`src/rtl/dsi_tx_arbiter.sv`:
```
// DSI transmit arbiter: picks a command or video packet source, streams the
// packet words to the lane interface, and enforces LP/HS mode windows and an
// inter-packet guard time.
//
// state     | meaning
// ----------+---------------------------------------------------------------
// IDLE      | arbitration disabled or DSI clock lane not running
// ARB       | waiting for a source to request; grant decided here
// SETUP     | one cycle with lpm_en driven before the first word
// XFER      | words pass from the owner straight to the lane interface
// HOLD      | one cycle after the last word with lpm_en still driven
// WAIT_DONE | waiting for the lanes to stop transmitting
// GUARD     | enforced idle gap before the next arbitration
module dsi_tx_arbiter #(
    parameter int GUARD_CYCLES = 4,
    parameter int STARVE_LIMIT = 3
) (
    input  logic        clk_sys,
    input  logic        rst_n,
    input  logic        enable,
    input  logic        clock_ready,
    input  logic [31:0] vid_data,
    input  logic [3:0]  vid_strb,
    input  logic        vid_valid,
    input  logic        vid_last,
    output logic        vid_ready,
    input  logic [31:0] cmd_data,
    input  logic [3:0]  cmd_strb,
    input  logic        cmd_valid,
    input  logic        cmd_last,
    input  logic        cmd_lp,
    output logic        cmd_ready,
    output logic [31:0] iface_write_data,
    output logic [3:0]  iface_write_strb,
    output logic        iface_write_rqst,
    output logic        iface_last_word,
    output logic        iface_lpm_en,
    input  logic        iface_data_rqst,
    input  logic        lines_active,
    output logic        busy,
    output logic        grant_cmd,
    output logic        err_underflow
);

    typedef enum logic [2:0] {
        S_IDLE,
        S_ARB,
        S_SETUP,
        S_XFER,
        S_HOLD,
        S_WAIT_DONE,
        S_GUARD
    } state_t;

    localparam logic [3:0] STARVE_MAX = 4'(STARVE_LIMIT);
    // GUARD_CYCLES of 0 still spends one cycle in GUARD.
    localparam logic [7:0] GUARD_LOAD = (GUARD_CYCLES == 0) ? 8'd0 : 8'(GUARD_CYCLES - 1);

    state_t      r_state;
    state_t      w_state_nxt;
    logic [3:0]  r_starve_cnt;
    logic [7:0]  r_guard_cnt;
    logic        r_owner_cmd;
    logic        r_mode;
    logic        r_err;

    logic        w_run;
    logic        w_grant_any;
    logic        w_grant_vid;
    logic        w_grant;
    logic        w_own_valid;
    logic        w_own_last;

    assign w_run       = enable & clock_ready;
    assign w_grant_any = vid_valid | cmd_valid;
    // Command wins unless video has waited through STARVE_LIMIT command grants.
    assign w_grant_vid = vid_valid & (~cmd_valid | (r_starve_cnt == STARVE_MAX));
    assign w_grant     = (r_state == S_ARB) & w_run & w_grant_any;
    assign w_own_valid = r_owner_cmd ? cmd_valid : vid_valid;
    assign w_own_last  = r_owner_cmd ? cmd_last : vid_last;

    assign busy          = (r_state != S_IDLE) && (r_state != S_ARB);
    assign grant_cmd     = r_owner_cmd;
    assign err_underflow = r_err;

    // Next-state decode and lane-interface muxing.
    always_comb begin
        w_state_nxt      = r_state;
        iface_write_data = '0;
        iface_write_strb = '0;
        iface_write_rqst = 1'b0;
        iface_last_word  = 1'b0;
        iface_lpm_en     = 1'b0;
        vid_ready        = 1'b0;
        cmd_ready        = 1'b0;
        unique case (r_state)
            S_IDLE: begin
                if (w_run) w_state_nxt = S_ARB;
            end
            S_ARB: begin
                if (!w_run)          w_state_nxt = S_IDLE;
                else if (w_grant_any) w_state_nxt = S_SETUP;
            end
            S_SETUP: begin
                iface_lpm_en = r_mode;
                w_state_nxt  = S_XFER;
            end
            S_XFER: begin
                iface_lpm_en     = r_mode;
                iface_write_data = r_owner_cmd ? cmd_data : vid_data;
                iface_write_strb = r_owner_cmd ? cmd_strb : vid_strb;
                iface_last_word  = w_own_last;
                iface_write_rqst = w_own_valid;
                cmd_ready        = r_owner_cmd & iface_data_rqst;
                vid_ready        = ~r_owner_cmd & iface_data_rqst;
                if (w_own_valid && w_own_last && iface_data_rqst) w_state_nxt = S_HOLD;
            end
            S_HOLD: begin
                iface_lpm_en = r_mode;
                w_state_nxt  = S_WAIT_DONE;
            end
            S_WAIT_DONE: begin
                if (!lines_active) w_state_nxt = S_GUARD;
            end
            S_GUARD: begin
                if (r_guard_cnt == 8'd0) w_state_nxt = w_run ? S_ARB : S_IDLE;
            end
            default: w_state_nxt = S_IDLE;
        endcase
    end

    // State, grant bookkeeping, guard timer and sticky underflow flag.
    always_ff @(posedge clk_sys) begin
        if (!rst_n) begin
            r_state      <= S_IDLE;
            r_starve_cnt <= '0;
            r_guard_cnt  <= '0;
            r_owner_cmd  <= 1'b0;
            r_mode       <= 1'b0;
            r_err        <= 1'b0;
        end else begin
            r_state <= w_state_nxt;
            if (w_grant) begin
                r_owner_cmd <= ~w_grant_vid;
                r_mode      <= w_grant_vid ? 1'b0 : cmd_lp;
                if (w_grant_vid)
                    r_starve_cnt <= '0;
                else if (vid_valid && (r_starve_cnt != STARVE_MAX))
                    r_starve_cnt <= r_starve_cnt + 4'd1;
            end
            if ((r_state == S_WAIT_DONE) && !lines_active)
                r_guard_cnt <= GUARD_LOAD;
            else if ((r_state == S_GUARD) && (r_guard_cnt != 8'd0))
                r_guard_cnt <= r_guard_cnt - 8'd1;
            if ((r_state == S_XFER) && !w_own_valid)
                r_err <= 1'b1;
        end
    end

endmodule

```
`config.mk`:
```
export PLATFORM = sky130hd
export DESIGN_NAME = dsi_tx_arbiter
export DESIGN_NICKNAME = d
export VERILOG_FILES = /design/src/rtl/dsi_tx_arbiter.sv
export SDC_FILE = /design/constraint.sdc
export NUM_CORES = 1
export LEC_CHECK = 0
export ABC_AREA = 0
export CORE_MARGIN = 1.5
export CORE_UTILIZATION = 37
export CTS_BUF_LIST = sky130_fd_sc_hd__clkbuf_4 sky130_fd_sc_hd__clkbuf_8
export DETAILED_ROUTE_END_ITERATION = 10
export GPL_TIMING_DRIVEN = 0
export HOLD_SLACK_MARGIN = 0.08
export PLACE_DENSITY_LB_ADDON = 0.25
export SYNTH_ARGS = -nofsm -noshare
export SYNTH_HDL_FRONTEND = slang
export SYNTH_SLANG_ARGS = --single-unit
export TNS_END_PERCENT = 10
```
`constraint.sdc`:
```
create_clock -name clk_sys -period 3.9 [get_ports clk_sys]
set_input_delay 0.585 -clock clk_sys [delete_from_list [all_inputs] [get_ports clk_sys]]
set_output_delay 0.585 -clock clk_sys [all_outputs]
set_load 0.01 [all_outputs]
```
==> results by group, run 1 <==
Clocking
  • Clk pin slew, worst setup/hold paths: 0.07 ns
  • Number of resized instances in the post-cts repair step: 0
  • Number of sinks on the clock net: 18
  • Skew-Pair Late Insertion Delay: 0.26 ns
  • Max clock buf depth: 2
  • Count of buffers added by post-CTS timing repair for setup: 0
  • Root Buffer: sky130_fd_sc_hd__clkbuf_8
  • Clock buffer count from CTS: 3
  • Count of H-tree levels built during CTS: 1
  • Hold-fix buffers, CTS: 0
  • TritonCTS clock tree: yes

Worst setup path
  • Worst path top cell family by delay: buffers and inverters
  • Sort of element at the start of the critical path: flip-flop
  • Most used cell, CP: sky130_fd_sc_hd__clkbuf_1
  • Delay of the slowest critical-path stage: 0.53 ns
  • Endpoint type of the worst setup path: output pin
  • Worst-case reg-to-reg path depth: 6
  • Cells along the critical path: clkbuf_1 > nor2b_1 > nand2_1 > clkbuf_1 > clkbuf_1 > nor2_1 > clkdlybuf4s50_1
  • Reg2reg end: r_guard_cnt[7]
  • Number of buffer and inverter stages on the critical path: 4
  • Maximum fanout along the worst path: 10
  • Arr. time, crit path: 2.56 ns
  • Worst R2R Setup Slack: 1.85 ns
  • Worst path required time: 3.31 ns
  • Library cell contributing the largest single delay on the critical path: sky130_fd_sc_hd__clkdlybuf4s50_1
  • Path type of the worst setup path: flip-flop to output pin
  • Launch point of the worst reg-to-reg path: r_guard_cnt[0]

Synthesis
  • Dominant combinational cell family by area after synthesis: simple AND/OR/NAND/NOR gates
  • Register bit count reported by yosys: 18
  • Adder and majority gate portion of the synthesized area: 0.02320
  • Mean instance size in the synthesized netlist: 7.421 sq um
  • Fraction of post-synthesis cell area in the top cell type by area: 0.2351
  • Netlist area before placement: 1618 sq um
  • Synthesized-area fraction occupied by and/or/nand/nor cells: 0.2869
  • Number of instances in the synthesized netlist: 218
  • Cell variety after synth: 43
  • Top cells by area in the synthesized netlist: sky130_fd_sc_hd__mux2i_1 (24%), sky130_fd_sc_hd__dfxtp_1 (22%), sky130_fd_sc_hd__nor2_1 (11%), sky130_fd_sc_hd__clkbuf_1 (3.0%), sky130_fd_sc_hd__nand2_1 (3.0%)
  • Number of flops mapped to enable cells by yosys: 0
  • Fraction of registers with async set/reset: 0
  • Portion of the post-synthesis area used by sequential elements: 0.2227
  • Fraction of synthesized cell area in xor and xnor cells: 0.02707
  • Share of the synthesized area in compound gates (AO/OA/AOI/OAI): 0.1377
  • Proportion of synthesized area in mux cells: 0.2444
  • Library cell with the largest summed area after synthesis: sky130_fd_sc_hd__mux2i_1
  • Primary flip-flop cell chosen by synthesis mapping: sky130_fd_sc_hd__dfxtp_1
  • Synth warn: 0
  • Nets in the synthesized netlist: 304

Timing
  • Final Max Tran Viols: 0
  • Maximum achievable frequency: 317.5 MHz
  • RSZ-0062 raised after global routing: no
  • Final hold violations: 0
  • Setup Skew: 0.002606 ns
  • Tightest slew margin relative to the limit: 0.4476
  • Crit path time final: 3.150 ns
  • Worst-Margin Slew: 0.8269 ns
  • Worst hold slack after final layout: 0.4965 ns
  • Setup TNS after final layout: 0 ns
  • Final count of negative-setup-slack endpoints: 0
  • Ratio of final minimum period to clock period: 0.8076

Pwr
  • Leakage power total: 1.002 nW
  • Clock share of power: 0.316
  • Combinational cell fraction of total power: 0.302
  • Sw Share: 0.2363
  • Relative contribution of sequential cells to total power: 0.382
  • Internal power: 0.3744 mW
  • Max rail drop VDD: 0.0001434 V
  • Total power of the final layout: 0.4902 mW
  • Areal power density over the cells: 163.6 nW/um^2
  • Net switching power: 0.1158 mW

Outcome
  • Result of the run: finished, final reports clean

Routing
  • Count of TritonRoute iterations in the first routing pass: 4
  • Vias per std cell: 5.080
  • Wirelength per Cell: 14.85 um
  • Routed WL: 5911 um
  • Vias after detailed routing: 2,022
  • Drt initial violations: 157
  • DRC violation count after routing: 0
  • Number of routed nets with antenna violations: 0

Flow run
  • Max Cap Viol: 0

Die
  • Die area: 4778 sq um
  • Number of standard-cell rows in the floorplan: 23
  • Std-Cell Core Area: 4115 sq um
  • Ports: 127
  • Starting density of the core: 0.3931
  • Vertical die dimension: 69.13 um
  • Die X-Extent: 69.13 um

Cells and area
  • Area taken by flip-flops and latches: 360.3 sq um
  • Antenna diode instance count: 0
  • Cell area after layout: 2997 sq um
  • Combined area of the multi-input logic cells: 1164 sq um
  • Area growth, synth to finish: 85.23%
  • Share of the core filled with cells: 0.7282
  • Number of nets in the final layout: 435
  • Fill cell instance count of the final layout: 337
  • Fraction of final layout cells sized beyond drive strength 1: 0.02586

Worst hold path
  • Hold path start: r_starve_cnt[2]
  • Hold/Removal Path Class: flip-flop to flip-flop
  • End point of the most critical hold path: r_starve_cnt[2]
  • Hold Path Cell Cnt: 2

Global route
  • Initial antenna violation count: 0
  • GRT overflow: 0
  • Largest net degree at the start of global routing: 11
  • First-pass GRT wire length: 9853 um
  • Total routing resource utilization after global routing: 0.2503
  • Via count of the first global-routing pass: 2,129

Placement
  • Count of input and output buffers: 126
  • Routability Congestion: 0.8804
  • Area after DPL: 2942 sq um
  • DPL Wire Length: 4798 um
## through the flow
stage,std cells,setup slack [ns]
floorplan,218,1.857
global placement,394,1.048
detailed placement,394,1.071
CTS,398,0.7690
global route,398,0.4785
finish,398,0.7502
## layout make-up
| cell class | count | share of cell area |
|---|---|---|
| Timing Repair Buffer | 126 | 0.4209 |
| Multi-Input combinational cell | 175 | 0.3883 |
| Sequential cell | 18 | 0.1203 |
| Tap cell | 50 | 0.02088 |
| Buffer | 15 | 0.01879 |
| Clock buffer | 4 | 0.01837 |
| Inverter | 10 | 0.01253 |
## worst reg2reg max path, delay by kind of cell, from the launching register on
family | cells | cell delay, ns
AO/OA/AOI/OAI | 1 | 0.26
adder cells (fa/ha/maj) | 1 | 0.14
buffers and inverters | 1 | 0.09
flip-flops | 1 | 0.35
multiplexers | 1 | 0.29
AND/OR/NAND/NOR | 2 | 0.81
## logic make-up (layout without fill, tap and decap cells)
kind of cell / count (synthesis) / in the layout
flip-flops: 18 / 18
AO/OA/AOI/OAI: 32 / 32
XOR/XNOR: 5 / 5
adder cells (fa/ha/maj): 3 / 3
multiplexers: 39 / 39
buffers and inverters: 25 / 155
AND/OR/NAND/NOR: 96 / 96
## cell usage in the layout (no fill, tap or decap), types with 5 or more instances in the layout
cell,Yosys,layout
sky130_fd_sc_hd__a21oi_1,5,5
sky130_fd_sc_hd__clkbuf_1,13,13
sky130_fd_sc_hd__clkdlybuf4s50_1,0,126
sky130_fd_sc_hd__dfxtp_1,18,18
sky130_fd_sc_hd__inv_1,10,10
sky130_fd_sc_hd__mux2i_1,38,38
sky130_fd_sc_hd__nand2_1,13,13
sky130_fd_sc_hd__nor2_1,49,49
## layer usage
layer | up-vias | global-route usage | wire (um)
met5 | - | 0 | 0
met4 | 0 | 0.05882 | 89
met3 | 10 | 0.05994 | 346
met2 | 83 | 0.4754 | 3233
met1 | 905 | 0.2769 | 2241
li1 | 1024 | - | -
## worst max path at each step
stage,depth (start not counted),to,start,slack [ns]
floorplan,6,iface_write_data[21],r_state[2],1.86
global route,7,iface_write_data[11],r_state[2],0.48
CTS,7,iface_write_data[11],r_state[2],0.77
detailed placement,7,iface_write_data[11],r_state[2],1.07
global placement,7,iface_write_data[11],r_state[2],1.05
finish,7,iface_write_data[11],r_state[2],0.75
## state kept, by name (all words and copies together) (netlist names)
register and flops:
r_starve_cnt 4, r_state 3, r_mode 1, err_underflow 1
r_guard_cnt 8, grant_cmd 1
## power by group through the flow
| stage | Clock, mW | Combinational [mW] | Sequential, mW |
|---|---|---|---|
| floorplan | 0 | 0.0447 | 0.191 |
| global placement | 0 | 0.144 | 0.191 |
| detailed placement | 0 | 0.148 | 0.191 |
| CTS | 0.158 | 0.148 | 0.187 |
| global route | 0.169 | 0.161 | 0.187 |
| finish | 0.155 | 0.148 | 0.187 |
## synth_stat cells (all sizes together) (3+ instances only)
master and number:
or3 4, ha 3, a31oi 3, a21oi 5, a211oi 3, nor3b 3
nor2 49, nand2 13, dfxtp 18, clkbuf 13, nand4 4, mux2i 38
a21boi 5, o21ai 4, xnor2 4, o211ai 3, and2 3, nor3 4
inv 10
(Power assumes the default switching activity.)
==> run 2, diff against run 1 <==
CORE_UTILIZATION = 31   (was 37)
clock period = 2.8 ns   (was 3.9 ns; I/O delays follow)
==> results by group, run 2 (synthesized netlist as in run 1, its figures left out) <==
Pwr
  • Internal power: 0.5228 mW (was 0.3744 mW)
  • Sw Share: 0.2313 (was 0.2363)
  • Combinational cell fraction of total power: 0.302 (about the same)
  • Clock share of power: 0.315 (was 0.316)
  • Areal power density over the cells: 223.8 nW/um^2 (was 163.6 nW/um^2)
  • Max rail drop VDD: 0.0001686 V (was 0.0001434 V)
  • Net switching power: 0.1573 mW (was 0.1158 mW)
  • Leakage power total: 1.024 nW (was 1.002 nW)
  • Total power of the final layout: 0.6801 mW (was 0.4902 mW)
  • Relative contribution of sequential cells to total power: 0.383 (was 0.382)

Die
  • Die area: 5661 sq um (was 4778 sq um)
  • Number of standard-cell rows in the floorplan: 26 (was 23)
  • Die X-Extent: 75.24 um (was 69.13 um)
  • Std-Cell Core Area: 5075 sq um (was 4115 sq um)
  • Starting density of the core: 0.3188 (was 0.3931)
  • Vertical die dimension: 75.24 um (was 69.13 um)
  • Ports: 127 (unchanged)

Routing
  • DRC violation count after routing: 0 (unchanged)
  • Vias per std cell: 4.835 (was 5.080)
  • Routed WL: 5736 um (was 5911 um)
  • Wirelength per Cell: 13.69 um (was 14.85 um)
  • Drt initial violations: 89 (was 157)
  • Vias after detailed routing: 2,026 (was 2,022)
  • Number of routed nets with antenna violations: 0 (unchanged)
  • Count of TritonRoute iterations in the first routing pass: 4 (unchanged)

Cells and area
  • Number of nets in the final layout: 435 (unchanged)
  • Biggest register: r_guard_cnt (unchanged)
  • Commonest cells after routing, fill and taps aside: sky130_fd_sc_hd__clkdlybuf4s50_1 (126), sky130_fd_sc_hd__nor2_1 (49), sky130_fd_sc_hd__mux2i_1 (38) (unchanged)
  • Fin cells: 419 (was 398)
  • Area growth, synth to finish: 87.86% (was 85.23%)
  • Top flop regs: r_guard_cnt x8, r_starve_cnt x4, r_state x3 (unchanged)
  • Most common cell after layout, fill and taps aside: sky130_fd_sc_hd__clkdlybuf4s50_1 (unchanged)
  • Fraction of final layout cells sized beyond drive strength 1: 0.05172 (was 0.02586)
  • Number of flip-flops under the largest register name: 8 (unchanged)

Global route
  • Largest net degree at the start of global routing: 11 (unchanged)
  • Total routing resource utilization after global routing: 0.2021 (was 0.2503)
  • Initial antenna violation count: 0 (unchanged)
  • First-pass GRT wire length: 8866 um (was 9853 um)
  • Via count of the first global-routing pass: 1,891 (was 2,129)
  • GRT overflow: 0 (unchanged)

Clocking
  • Clock buffer count from CTS: 3 (unchanged)
  • Max clock buf depth: 2 (unchanged)
  • Root Buffer: sky130_fd_sc_hd__clkbuf_8 (unchanged)
  • Count of H-tree levels built during CTS: 1 (unchanged)
  • TritonCTS clock tree: yes (unchanged)
  • Number of sinks on the clock net: 18 (unchanged)
  • Clk pin slew, worst setup/hold paths: 0.07 ns (about the same)
  • Skew-Pair Late Insertion Delay: 0.26 ns (about the same)

Worst hold path
  • End point of the most critical hold path: r_starve_cnt[0] (was r_starve_cnt[2])
  • Hold path start: r_starve_cnt[0] (was r_starve_cnt[2])
  • Hold Path Cell Cnt: 2 (unchanged)
  • Hold/Removal Path Class: flip-flop to flip-flop (unchanged)

Timing
  • Setup Skew: 0.003189 ns (was 0.002606 ns)
  • Final Max Tran Viols: 0 (unchanged)
  • Final count of negative-setup-slack endpoints: 0 (unchanged)
  • Ratio of final minimum period to clock period: 0.9089
  • Final hold violations: 0 (unchanged)
  • RSZ-0062 raised after global routing: no (unchanged)
  • Worst hold slack after final layout: 0.4890 ns (was 0.4965 ns)
  • Crit path time final: 2.545 ns
  • Maximum achievable frequency: 392.9 MHz
  • Tightest slew margin relative to the limit: 0.4513 (was 0.4476)
  • Setup TNS after final layout: 0 ns (unchanged)
  • Worst-Margin Slew: 0.8213 ns (was 0.8269 ns)

Worst setup path
  • Worst R2R Setup Slack: 0.76 ns (was 1.85 ns)
  • Launch point of the worst reg-to-reg path: r_guard_cnt[0] (unchanged)
  • Maximum fanout along the worst path: 10 (unchanged)
  • Library cell contributing the largest single delay on the critical path: sky130_fd_sc_hd__clkdlybuf4s50_1 (unchanged)
  • Reg2reg end: r_guard_cnt[7] (unchanged)
  • Sort of element at the start of the critical path: flip-flop (unchanged)
  • Arr. time, crit path: 2.13 ns (was 2.56 ns)
  • Delay of the slowest critical-path stage: 0.56 ns (was 0.53 ns)
  • Endpoint type of the worst setup path: output pin (unchanged)
  • Cells along the critical path: clkbuf_1 > nand2_1 > buf_2 > clkbuf_2 > nor2_1 > clkdlybuf4s50_1 (was clkbuf_1 > nor2b_1 > nand2_1 > clkbuf_1 > clkbuf_1 > nor2_1 > clkdlybuf4s50_1)
  • Worst path required time: 2.38 ns (was 3.31 ns)
  • Path type of the worst setup path: flip-flop to output pin (unchanged)
  • Worst-case reg-to-reg path depth: 6 (unchanged)

Flow run
  • Max Cap Viol: 0 (unchanged)

Placement
  • Count of input and output buffers: 126 (unchanged)
  • DPL Wire Length: 4713 um (was 4798 um)
  • Routability Congestion: 0.8157 (was 0.8804)
  • Number of cells after detailed placement: 414 (was 394)

Outcome
  • Result of the run: finished, final reports clean (unchanged)
## run 2: changes by cell type in the layout (fill, tap and decap cells not counted), sizes merged
cell	previous run	this run
diode	0	1
clkbuf	17	16
buf	2	3
## run 2: per-layer routing
| metal | routed length, um | track usage |
|---|---|---|
| met5 | 0 | 0 |
| met4 | 43 | 0.03770 |
| met3 | 422 | 0.07095 |
| met2 | 2992 | 0.3432 |
| met1 | 2278 | 0.2498 |
## run 2: worst max-delay path, delay by kind of cell, from the launching register on
family,cells,cell delay (ns)
buffers and inverters,4,1.27
DFF,1,0.31
and+or+nand+nor,2,0.29
## run 2: area by class of cell
| class | instances | area [sq um] |
|---|---|---|
| Inverter | 10 | 37.54 |
| Timing Repair Buffer | 127 | 1269 |
| Clock buffer | 4 | 55.05 |
| Buffer | 14 | 61.31 |
| Fill cell | 483 | 2036 |
| Antenna cell | 1 | 2.502 |
| Tap cell | 70 | 87.58 |
| Sequential cell | 18 | 360.3 |
| Multi-Input combinational cell | 175 | 1166 |
## run 2: worst max path at each step
stage,from,to,cells past startpoint
6_report,r_state[0],iface_write_data[12],6
3_3_place_gp,r_state[2],iface_write_data[16],7
3_5_place_dp,r_state[2],iface_write_data[28],7
5_1_grt,r_state[0],iface_write_data[18],6
2_1_floorplan,r_state[2],iface_write_data[21],6
4_1_cts,grant_cmd,iface_write_data[11],5
## run 2: timing repair
| item | 4_1_cts | 5_1_grt |
|---|---|---|
| setup buffers | 0 | 1 |
| resized for setup | 3 | 9 |
| setup endpoints to repair | 20 | 37 |
| hold buffers | 0 | 0 |
## run 2: metrics by stage
step                      utilization  setup WS (ns)  area (sq um)
after global routing           0.5984        0.03916          3037
after detailed placement       0.5846        0.06494          2967
final                          0.5989         0.2550          3039
after floorplan                     -         0.9218          1618
after CTS                      0.5962        0.01052          3025
after global placement         0.5846        0.08717          2967
## run 2: power groups by stage
stage                     combinational (mW)  sequential (mW)  clock, mW
after CTS                              0.204            0.260      0.221
final                                  0.205            0.261      0.214
after detailed placement               0.203            0.266          0
after global placement                 0.201            0.266          0
after global routing                   0.225            0.261      0.231
after floorplan                       0.0622            0.266          0
==> run 3, diff against run 2 <==
ABC_CLOCK_PERIOD_IN_PS = 2800   (was not set)
==> results of run 3 <==
Same layout as run 2: the final DEF is identical, and so are final timing and power.
